===== config.mk =====
export PLATFORM = sky130hd
export DESIGN_NAME = result_demux
export DESIGN_NICKNAME = d
export VERILOG_FILES = /design/src/rtl/result_demux_pkg.sv /design/src/rtl/demux_chan_fifo.sv /design/src/rtl/result_demux.sv
export SDC_FILE = /design/constraint.sdc
export NUM_CORES = 1
export LEC_CHECK = 0
export ABC_AREA = 1
export ABC_CLOCK_PERIOD_IN_PS = 2610
export BUFFER_PORTS_ARGS = -buffer_cell sky130_fd_sc_hd__buf_2
export CAP_MARGIN = 40
export CORE_MARGIN = 5
export CORE_UTILIZATION = 38
export CTS_CLUSTER_DIAMETER = 80
export DETAILED_ROUTE_END_ITERATION = 6
export PLACE_DENSITY = 0.61
export SYNTH_ARGS = -nofsm -noshare
export SYNTH_HDL_FRONTEND = slang
export SYNTH_SLANG_ARGS = --single-unit
export TNS_END_PERCENT = 5

===== constraint.sdc =====
create_clock -name Clock -period 2.61 [get_ports Clock]
set_input_delay 0.522 -clock Clock [delete_from_list [all_inputs] [get_ports Clock]]
set_output_delay 0.522 -clock Clock [all_outputs]
set_load 0.005 [all_outputs]

===== src/rtl/result_demux_pkg.sv =====
// Shared types and default sizes for the result demultiplexer.
// The optional per-channel statistics are enabled by defining RESULT_DEMUX_STATS_EN.
package result_demux_pkg;

  localparam int unsigned DATA_W_DEF = 32;
  localparam int unsigned DEPTH_DEF  = 4;
  localparam int unsigned CNT_W      = 16;

  typedef logic [DATA_W_DEF-1:0] word_t;

  typedef enum logic {
    CH_A = 1'b0,
    CH_B = 1'b1
  } chan_e;

  // Next pointer value; pointer width equals log2(depth) so the add wraps naturally.
  function automatic logic [7:0] ptr_inc(input logic [7:0] ptr, input int unsigned ptr_w);
    logic [7:0] nxt;
    logic [7:0] mask;
    nxt  = ptr + 8'd1;
    mask = 8'((9'd1 << ptr_w) - 9'd1);
    return nxt & mask;
  endfunction

endpackage


===== src/rtl/demux_chan_fifo.sv =====
// Single-channel circular FIFO with occupancy count; head word reads as zero when empty.
module demux_chan_fifo
  import result_demux_pkg::*;
#(
  parameter int unsigned DATA_W = DATA_W_DEF,
  parameter int unsigned DEPTH  = DEPTH_DEF
) (
  input  logic              Clock,
  input  logic              Reset,
  input  logic              push,
  input  logic [DATA_W-1:0] push_data,
  input  logic              pop,
  output logic              full,
  output logic              empty,
  output logic [DATA_W-1:0] head_data
);

  localparam int unsigned PTR_W = (DEPTH > 1) ? $clog2(DEPTH) : 1;
  localparam int unsigned OCC_W = PTR_W + 1;

  logic [DATA_W-1:0] mem_q [DEPTH];
  logic [PTR_W-1:0]  wr_ptr_q, wr_ptr_d;
  logic [PTR_W-1:0]  rd_ptr_q, rd_ptr_d;
  logic [OCC_W-1:0]  count_q,  count_d;
  logic              push_ok, pop_ok;

  assign full    = (count_q == OCC_W'(DEPTH));
  assign empty   = (count_q == '0);
  assign push_ok = push & ~full;
  assign pop_ok  = pop & ~empty;

  // Head word is masked so downstream never sees stale storage.
  assign head_data = empty ? '0 : mem_q[rd_ptr_q];

  always_comb begin
    wr_ptr_d = wr_ptr_q;
    rd_ptr_d = rd_ptr_q;
    count_d  = count_q;
    if (push_ok) begin
      wr_ptr_d = PTR_W'(ptr_inc(8'(wr_ptr_q), PTR_W));
    end
    if (pop_ok) begin
      rd_ptr_d = PTR_W'(ptr_inc(8'(rd_ptr_q), PTR_W));
    end
    unique case ({push_ok, pop_ok})
      2'b10:   count_d = count_q + OCC_W'(1);
      2'b01:   count_d = count_q - OCC_W'(1);
      default: count_d = count_q;
    endcase
  end

  always_ff @(posedge Clock or posedge Reset) begin
    if (Reset) begin
      wr_ptr_q <= '0;
      rd_ptr_q <= '0;
      count_q  <= '0;
    end else begin
      wr_ptr_q <= wr_ptr_d;
      rd_ptr_q <= rd_ptr_d;
      count_q  <= count_d;
    end
  end

  // Storage needs no reset: contents are only observable while count is non-zero.
  always_ff @(posedge Clock) begin
    if (push_ok) begin
      mem_q[wr_ptr_q] <= push_data;
    end
  end

endmodule


===== src/rtl/result_demux.sv =====
// Routes one result stream into two independently drained channel FIFOs.
// Define RESULT_DEMUX_STATS_EN to add the A_Count/B_Count accepted-word counters.
module result_demux
  import result_demux_pkg::*;
#(
  parameter int unsigned DATA_W = DATA_W_DEF,
  parameter int unsigned DEPTH  = DEPTH_DEF
) (
  input  logic              Clock,
  input  logic              Reset,
  input  logic [DATA_W-1:0] In_Data,
  input  logic              In_Sel,
  input  logic              In_Valid,
  output logic              In_Ready,
  output logic [DATA_W-1:0] A_Data,
  output logic              A_Valid,
  input  logic              A_Ready,
  output logic [DATA_W-1:0] B_Data,
  output logic              B_Valid,
  input  logic              B_Ready
`ifdef RESULT_DEMUX_STATS_EN
  ,
  output logic [CNT_W-1:0]  A_Count,
  output logic [CNT_W-1:0]  B_Count
`endif
);

  chan_e sel;
  logic  full_a, full_b;
  logic  empty_a, empty_b;
  logic  push_a, push_b;

  assign sel = chan_e'(In_Sel);

  // Acceptance depends only on the selected channel's occupancy, never on a same-cycle pop.
  assign In_Ready = (sel == CH_B) ? ~full_b : ~full_a;
  assign push_a   = In_Valid & In_Ready & (sel == CH_A);
  assign push_b   = In_Valid & In_Ready & (sel == CH_B);

  assign A_Valid = ~empty_a;
  assign B_Valid = ~empty_b;

  demux_chan_fifo #(
    .DATA_W (DATA_W),
    .DEPTH  (DEPTH)
  ) u_fifo_a (
    .Clock     (Clock),
    .Reset     (Reset),
    .push      (push_a),
    .push_data (In_Data),
    .pop       (A_Ready),
    .full      (full_a),
    .empty     (empty_a),
    .head_data (A_Data)
  );

  demux_chan_fifo #(
    .DATA_W (DATA_W),
    .DEPTH  (DEPTH)
  ) u_fifo_b (
    .Clock     (Clock),
    .Reset     (Reset),
    .push      (push_b),
    .push_data (In_Data),
    .pop       (B_Ready),
    .full      (full_b),
    .empty     (empty_b),
    .head_data (B_Data)
  );

`ifdef RESULT_DEMUX_STATS_EN
  logic [CNT_W-1:0] a_cnt_q, a_cnt_d;
  logic [CNT_W-1:0] b_cnt_q, b_cnt_d;

  // Free-running accepted-push counters; wrap at the top of their range.
  always_comb begin
    a_cnt_d = a_cnt_q;
    b_cnt_d = b_cnt_q;
    if (push_a) a_cnt_d = a_cnt_q + CNT_W'(1);
    if (push_b) b_cnt_d = b_cnt_q + CNT_W'(1);
  end

  always_ff @(posedge Clock or posedge Reset) begin
    if (Reset) begin
      a_cnt_q <= '0;
      b_cnt_q <= '0;
    end else begin
      a_cnt_q <= a_cnt_d;
      b_cnt_q <= b_cnt_d;
    end
  end

  assign A_Count = a_cnt_q;
  assign B_Count = b_cnt_q;
`endif

endmodule


# Yosys cells after proc, flatten, opt, wreduce, memory -nomap -nowiden
# Memory sizes are Yosys's and may differ from the RTL's.
# Cells that the tools add are included.
[totals] register_bits=14 ramBits=256 out_inout_bits=67 mem_count=2 inputBits=38 elab_cells=47
[op_classes] eq_ne=6 muxes=9 n_addsub=8 reduce_logical=4 n_bitwise=12
[memory_table] memory="u_fifo_a.mem_q" words=4 word_bits=32 rd=1 rd_ports_with_merged_regs=0 wr=1 line_no="demux_chan_fifo.sv:21" source="logic [DATA_W-1:0] mem_q [DEPTH];"
[memory_table] memory="u_fifo_b.mem_q" words=4 word_bits=32 rd=1 rd_ports_with_merged_regs=0 wr=1 line_no="demux_chan_fifo.sv:21"
[op_table] operator="$mux W32" n=2
[op_table] operator="$pmux W3 S2" n=2
[op_table] operator="$add A2 B1 Y2 const B" n=4
[op_table] operator="$and A1 B1 Y1" n=7
[op_table] operator="$add A3 B1 Y3 const B" n=2
[op_table] operator="$eq A3 B3 Y1 const B" n=2
[op_table] operator="$logic_not A3 Y1" n=2
[op_table] operator="$sub A3 B1 Y3 const B" n=2
[op_table] operator="$mux W1" n=5
[op_table] operator="$not A1 Y1" n=5
[op_table] operator="$eq A2 B1 Y1 const B" n=2
[op_table] operator="$eq A2 B2 Y1 const B" n=2
[op_table] operator="$reduce_bool A2 Y1" n=2

# Longest topological paths before layout
# Gate-level depths: netlist (run 1).
[logic_depth] ltp_word=8 ltp_mapped=12

# Modules after synthesis
# From an unflattened synthesis (run 1), not the netlist that was laid out.
[hier_totals] hier_cells=1139 hier_area_um2=11792.6
[by_module_without_submodules] mod="demux_chan_fifo" seq_area_each_um2=4018.9 n_inst=2 area_each_um2=5873.1 cells_each=564
[by_module_without_submodules] mod="result_demux" seq_area_each_um2=0.0 n_inst=1 area_each_um2=46.3 cells_each=11

# Least setup slack after synthesis (run 1)
# OpenSTA, ideal clock, no wires.
[synth_path] path_kind="input port to flip-flop" from="in In_Sel" to="mem u_fifo_a.mem_q[0][0] in the netlist's numbering (enable)" arrival_ps=2154 stages=3 n_path_buf=0 slack_ps=35 cell_sequence="inv_2 nand3_1 nor2_1"
[synth_via] elab_chain_cells=6 elab_cells_between_ends=7 classes_between="mux (3); bitwise (4)"
[synth_lines] element="from (decl)" line_no="result_demux.sv:12" source="input logic In_Sel,"
[synth_lines] element="$mux W1" line_no="result_demux.sv:36" source="assign In_Ready = (sel == CH_B) ? ~full_b : ~full_a;"
[synth_lines] element="$and A1 B1 Y1" line_no="result_demux.sv:37" source="assign push_a = In_Valid & In_Ready & (sel == CH_A);"
[synth_lines] element="$and A1 B1 Y1 *" line_no="result_demux.sv:37"
[synth_lines] element="$and A1 B1 Y1 *" line_no="demux_chan_fifo.sv:29" source="assign push_ok = push & ~full;"
[synth_lines] element="$mux W1 *" line_no="demux_chan_fifo.sv:66" source="if (push_ok) begin"
[synth_lines] element="$mux W1 (implied by the code) *" line_no="demux_chan_fifo.sv:67" source="mem_q[wr_ptr_q] <= push_data;"
[synth_lines] element="to (decl)" line_no="demux_chan_fifo.sv:21"
# Every way passes the cells marked *; elsewhere a longest branch is shown, timed or not.

# Final worst setup path (run 1)
[layout_path] from="reg u_fifo_b.rd_ptr_q[0]" to="out B_Data[3]"
[layout_via] elab_chain_cells=2
[layout_lines] element="from (decl)" line_no="demux_chan_fifo.sv:23" source="logic [PTR_W-1:0] rd_ptr_q, rd_ptr_d;"
[layout_lines] element="from (signal assigned)" line_no="demux_chan_fifo.sv:59" source="rd_ptr_q <= rd_ptr_d;"
[layout_lines] element="$mem_v2 Z4 W32"
[layout_lines] element="$mux W32" line_no="demux_chan_fifo.sv:33" source="assign head_data = empty ? '0 : mem_q[rd_ptr_q];"
[layout_lines] element="to (decl)" line_no="result_demux.sv:18" source="output logic [DATA_W-1:0] B_Data,"
# Every way passes these cells.

==> results of run 1 <==
[sequential cells by signal (all words and copies together) (netlist names)]
signal             count
u_fifo_a.count_q       3
u_fifo_a.mem_q       128
u_fifo_a.rd_ptr_q      2
u_fifo_a.wr_ptr_q      2
u_fifo_b.count_q       3
u_fifo_b.mem_q       128
u_fifo_b.rd_ptr_q      2
u_fifo_b.wr_ptr_q      2
[power by group]
part	internal [W]	switching [W]	total, W
clock	0.00245	0.00160	0.00405
combinational	0.00185	0.00347	0.00532
sequential	0.00530	0.000184	0.00548
total	0.00960	0.00525	0.0148
[kinds of logic after synthesis]
group           count (synthesis)  share of synthesized area
xor+xnor                        4                    0.00298
compound gates                 68                     0.0289
buf+inv                       338                      0.115
flops                         270                      0.683
fa+ha+maj                      12                     0.0140
simple gates                  437                      0.156
[critical path: stages, from the launching register on]
cell,delay (ns)
dfrtp_2,0.38
buf_6,0.19
inv_2,0.06
buf_4,0.24
nand2_1,0.10
nand3_1,0.09
a21oi_2,0.26
buf_2,0.17
[cell usage in the layout (no fill, tap or decap)]
cell,count
edfxtp_1,256
inv_4,2
clkbuf_1,6
clkinv_1,14
dfrtp_1,10
dfrtp_2,4
buf_6,2
a21oi_1,60
bufinv_16,4
nand3_1,136
nand2_1,285
fa_1,2
buf_2,104
buf_12,8
a21oi_2,4
nand3_2,2
clkinv_2,7
ha_1,10
nand4_1,6
inv_1,167
buf_4,15
inv_2,109
o21ai_1,2
clkbuf_16,29
inv_6,1
xnor2_1,4
o21ai_0,2
clkinvlp_4,2
nor2_4,8
clkbuf_8,1
[synthesized netlist by cell type]
cell type,n,area [sq um]
clkbuf_1,14,52.6
nand3_2,2,20.0
edfxtp_1,256,7690
buf_4,9,67.6
o21ai_1,2,10.0
a21oi_1,64,320
buf_2,22,110
clkinv_2,4,20.0
nand2_1,285,1070
buf_1,1,3.75
fa_1,2,40.0
dfrtp_1,14,350
nand4_1,6,37.5
ha_1,10,125
xnor2_1,4,35.0
buf_6,2,22.5
inv_1,167,627
o21ai_0,2,10.0
clkinv_1,8,30.0
nor2_1,8,30.0
nand3_1,136,681
inv_2,111,417
[worst max path at each step]
stage | slack (ns) | endpoint | depth (start not counted) | startpoint
5_1_grt | -0.02 | B_Data[3] | 7 | u_fifo_b.rd_ptr_q[0]
6_report | 0.07 | B_Data[3] | 7 | u_fifo_b.rd_ptr_q[0]
3_5_place_dp | 0.47 | B_Data[3] | 5 | u_fifo_b.count_q[0]
3_3_place_gp | 0.49 | B_Data[3] | 5 | u_fifo_b.count_q[0]
4_1_cts | 0.0004 | B_Data[6] | 7 | u_fifo_b.rd_ptr_q[0]
2_1_floorplan | 0.04 | u_fifo_a.mem_q[0][0] | 3 | In_Sel
[metal layers]
layer	part of all wire	track usage	up-vias
met5	0.00098	0	-
met4	0.020	0.0382	4
met3	0.061	0.0295	46
met2	0.48	0.259	200
met1	0.44	0.209	3618
li1	-	-	3791
[through the flow]
step / std cells / power [W] / util / TNS, ns / setup WS [ns]
global route: 1658 / 0.0158 / 0.453 / -0.0402 / -0.0201
global placement: 1606 / 0.0108 / 0.421 / 0 / 0.494
CTS: 1658 / 0.0150 / 0.452 / 0 / 0.000394
finish: 1658 / 0.0148 / 0.453 / 0 / 0.0655
floorplan: 1129 / 0.00872 / - / 0 / 0.0353
detailed placement: 1606 / 0.0109 / 0.421 / 0 / 0.469
[final cells by class]
class | instances | area (sq um)
repair buffers | 129 | 816
well taps | 396 | 495
multi-input cells | 521 | 2450
inverters | 290 | 1100
clock buffers | 36 | 762
clock inverters | 16 | 181
fillers | 2829 | 16700
flip-flops and latches | 270 | 8040
==> results.sh, run 1 <==
export IMPL_nNetsFinal=1291
export IMPL_vias=7659
export IMPL_dieArea_sq_um=34600
export IMPL_hold_class="in2async"
export IMPL_yosysUniqueCellTypes=22
export IMPL_grt_pass1_wl_um=41800
export IMPL_min_period_ns=2.54
export IMPL_worst_path_max_fanout=28
export IMPL_setup_viol=0
export IMPL_finalCritPeriodShare=0.975
export IMPL_drc=0
export IMPL_clkTransAtPathRegs_ns=0.06
export IMPL_fmax_mhz=393
export IMPL_synth_seq_cells=270
export IMPL_placed_area_sq_um=12900
export IMPL_num_rows=64
export IMPL_antenna_found_initial=2
export IMPL_drive_gt1_frac=0.239
export IMPL_cellPowerDensity_nw_per_um2=1070
export IMPL_rr_worst_depth=11
export IMPL_place_gp_congestion=0.753
export IMPL_fin_area_sq_um=13800
export IMPL_drv_slew=0
export IMPL_area_growth_pct=17.7
export IMPL_ir_worst_vdd_v=0.000605
export IMPL_required_ns=2.09
export IMPL_n_antenna_cell=0
export IMPL_final_setup_skew_ns=0.0158
export IMPL_finalHoldViolCount=0
export IMPL_cts_resized_gates=4
export IMPL_path_class="reg2out"
export IMPL_cts_tree="yes"
export IMPL_dr_pass1_iters=5
export IMPL_die_h_um=186
export IMPL_syn_nets=1179
export IMPL_hold_buffers=0
export IMPL_port_buffers=104
export IMPL_synth_cell_area_sq_um=11800
export IMPL_coreArea_sq_um=30600
export IMPL_critPathArrivalTime_ns=2.02
export IMPL_dp_hpwl_um=16100
export IMPL_start_kind="register"
export IMPL_grt_usage=0.154
export IMPL_htreeDepth=1
export IMPL_postRouteAntennaNets=0
export IMPL_rr_startpoint="u_fifo_a.count_q[2]"
export IMPL_rrSetupSlack_ns=0.66
export IMPL_syn_inst=1129
export IMPL_initial_core_util=0.385
export IMPL_viasPerCell=4.62
export IMPL_worst_pin_slew_ns=0.678
export IMPL_rsz0062_at_grt="true"
export IMPL_drtIter0Drc=535
export IMPL_clock_sinks=270
export IMPL_cts_buffer_depth=3
export IMPL_syn_area_per_cell_sq_um=10.4
export IMPL_ios=105
export IMPL_holdWs_ns=0.0757
export IMPL_crit_path_end_kind="output pin"
export IMPL_outcome="completed"
export IMPL_relSlewSlack=0.547
export IMPL_cts_buffers=29
export IMPL_grt_overflow_total=0
export IMPL_worstReg2RegEnd="u_fifo_a.count_q[2]"
export IMPL_cts_setup_buffers=0
export IMPL_clock_latency_ns=0.54
export IMPL_cts_root_buffer="clkbuf_16"
export IMPL_avgRoutedWirePerCell_um=16.0
export IMPL_leakage_nw=6.05
export IMPL_grt_max_degree=43
export IMPL_ys_seq_area_frac=0.683
export IMPL_wl_um=26600
export IMPL_fp_dieW_um=186
export IMPL_grt_pass1_vias=7560
export IMPL_maxCapViolCount=0
export IMPL_yosysWarnings=0
(Power assumes the default switching activity.)
==> inputs of run 2 (changes only) <==
--- a/config.mk
+++ b/config.mk
@@ -7,7 +7,7 @@
 export LEC_CHECK = 0
 export ABC_AREA = 1
 export ABC_CLOCK_PERIOD_IN_PS = 2610
-export BUFFER_PORTS_ARGS = -buffer_cell sky130_fd_sc_hd__buf_2
+export BUFFER_PORTS_ARGS = -buffer_cell sky130_fd_sc_hd__buf_4
 export CAP_MARGIN = 40
 export CORE_MARGIN = 5
 export CORE_UTILIZATION = 38
==> run 2 against run 1 <==
Die area stayed put. Total power is 4.9% higher. Global-route usage is 0.38 points higher. Clock-buffer cell count is 3 lower. Via count is 0.91% higher. Critical path depth is 1 lower. Largest power group is now combinational logic.
==> results.sh, run 2 (synthesized netlist as in run 1, its figures left out) <==
export IMPL_place_gp_congestion=0.746
export IMPL_worstReg2RegEnd="u_fifo_a.count_q[2]"
export IMPL_rr_startpoint="u_fifo_a.count_q[0]"
export IMPL_hold_class="in2async"
export IMPL_clock_sinks=270
export IMPL_mostFrequentLayoutCells="nand2_1 (285), edfxtp_1 (256), inv_1 (167)"
export IMPL_comb_power_share=0.379
export IMPL_grt_pass1_wl_um=42600
export IMPL_path_class="reg2out"
export IMPL_crit_chain="inv_2 -> nand3_2 -> inv_2 -> buf_12 -> a21oi_1 -> buf_4"
export IMPL_worst_path_max_fanout=17
export IMPL_n_antenna_cell=0
export IMPL_setup_tns_final_ns=0
export IMPL_start_kind="register"
export IMPL_switchingPower_w=0.00537
export IMPL_relSlewSlack=0.569
export IMPL_htreeDepth=1
export IMPL_slowest_stage="dfrtp_1"
export IMPL_grtUsageMet1=0.218
export IMPL_initial_core_util=0.385
export IMPL_clkTransAtPathRegs_ns=0.06
export IMPL_cp_num_buf_inv=4
export IMPL_crit_path_end_kind="output pin"
export IMPL_drv_slew=0
export IMPL_rr_worst_depth=11
export IMPL_top_regs="u_fifo_a.mem_q: 128 flops, u_fifo_b.mem_q: 128 flops"
export IMPL_rrSetupSlack_ns=0.58
export IMPL_min_period_ns=2.55
export IMPL_grt_overflow_total=0
export IMPL_num_rows=64
export IMPL_use_met3=0.0244
export IMPL_dieArea_sq_um=34600
export IMPL_power_w=0.0156
export IMPL_avgRoutedWirePerCell_um=16.4
export IMPL_leakage_nw=6.17
export IMPL_cts_buffer_depth=3
export IMPL_cts_tree="yes"
export IMPL_area_growth_pct=20.6
export IMPL_worst_pin_slew_ns=0.646
export IMPL_cts_root_buffer="clkbuf_16"
export IMPL_drtIter0Drc=673
export IMPL_dr_pass1_iters=6
export IMPL_grt_pass1_vias=7591
export IMPL_port_buffers=104
export IMPL_coreArea_sq_um=30600
export IMPL_rsz0062_at_grt="true"
export IMPL_required_ns=2.09
export IMPL_pwr_share_seq=0.353
export IMPL_grt_max_degree=41
export IMPL_top_usage_layer="met2"
export IMPL_fmax_mhz=392
export IMPL_dp_hpwl_um=16500
export IMPL_viasPerCell=4.66
export IMPL_p_int_w=0.0102
export IMPL_critPathTopFamily="buffers and inverters"
export IMPL_cts_buffers=28
export IMPL_die_h_um=186
export IMPL_critPathArrivalTime_ns=2.03
export IMPL_grt_usage=0.158
export IMPL_grt_util_met2=0.261
export IMPL_ir_worst_vdd_v=0.000597
export IMPL_finalCritPeriodShare=0.978
export IMPL_ios=105
export IMPL_maxCapViolCount=0
export IMPL_vias=7729
export IMPL_antenna_found_initial=0
export IMPL_cts_setup_buffers=0
export IMPL_clock_latency_ns=0.52
export IMPL_setup_viol=0
export IMPL_final_setup_skew_ns=0.00941
export IMPL_cpPeakStageDelay_ns=0.39
export IMPL_wl_um=27300
export IMPL_nNetsFinal=1293
export IMPL_swShare=0.345
export IMPL_drc=0
export IMPL_postRouteAntennaNets=0
export IMPL_fp_dieW_um=186
export IMPL_final_common_cell="nand2_1"
export IMPL_p_clk_frac=0.269
export IMPL_finalHoldViolCount=0
export IMPL_crit_top_cell="inv_2"
export IMPL_cellPowerDensity_nw_per_um2=1100
export IMPL_outcome="completed"
export IMPL_drive_gt1_frac=0.241
export IMPL_fillers=2744
## run 2: changes by cell type in the layout (fill, tap and decap cells not counted), moves of 2 or more
cell and change:
clkbuf_8 +2, buf_4 +105, a21oi_1 +4, a21oi_2 -4, clkbuf_1 -5, buf_2 -104, buf_12 +2
## run 2: power groups by stage
stage	Clock, W	Combinational, W	Sequential (W)
CTS	0.00429	0.00599	0.00549
global placement	0	0.00591	0.00556
detailed placement	0	0.00595	0.00557
finish	0.00419	0.00590	0.00549
global route	0.00450	0.00654	0.00554
floorplan	0	0.00317	0.00555
## run 2: metal layers
layer | up-vias | share of wire
met5 | - | 0
met4 | 0 | 0.025
met3 | 41 | 0.065
met2 | 226 | 0.47
met1 | 3659 | 0.44
li1 | 3803 | -
## run 2: timing repair
action                                  in CTS  in global routing
resized for setup                            2                  4
hold buffers                                 0                  0
endpoints found under the setup margin      15                 17
## run 2: worst max path at each step
| stage | slack, ns | startpoint | cells after the start | to |
|---|---|---|---|---|
| floorplan | 0.04 | In_Sel | 3 | u_fifo_a.mem_q[0][0] |
| global placement | 0.54 | u_fifo_b.count_q[0] | 6 | B_Data[11] |
| detailed placement | 0.52 | u_fifo_b.count_q[0] | 6 | B_Data[11] |
| CTS | 0.01 | u_fifo_b.rd_ptr_q[0] | 6 | B_Data[14] |
| global route | -0.05 | u_fifo_a.count_q[1] | 6 | A_Data[30] |
| finish | 0.06 | u_fifo_a.count_q[2] | 6 | A_Data[30] |
## run 2: area by class of cell
type | count | area [sq um] | share of cell area
sequential | 270 | 8040 | 0.567
multi-input combinational | 521 | 2440 | 0.172
timing repair buffer | 132 | 1120 | 0.0792
inverter | 290 | 1100 | 0.0776
clock buffer | 33 | 771 | 0.0543
tap | 396 | 495 | 0.0349
clock inverter | 17 | 213 | 0.0150
## run 2: through the flow
stage / util / hold WS [ns] / area (sq um) / worst slack [ns] / instances
3_3_place_gp: 0.431 / 0.479 / 13200 / 0.541 / 1609
3_5_place_dp: 0.431 / 0.482 / 13200 / 0.525 / 1609
4_1_cts: 0.463 / 0.0938 / 14200 / 0.0107 / 1659
5_1_grt: 0.464 / 0.142 / 14200 / -0.0455 / 1659
2_1_floorplan: - / 0.411 / 11800 / 0.0353 / 1129
6_report: 0.464 / 0.0880 / 14200 / 0.0566 / 1659
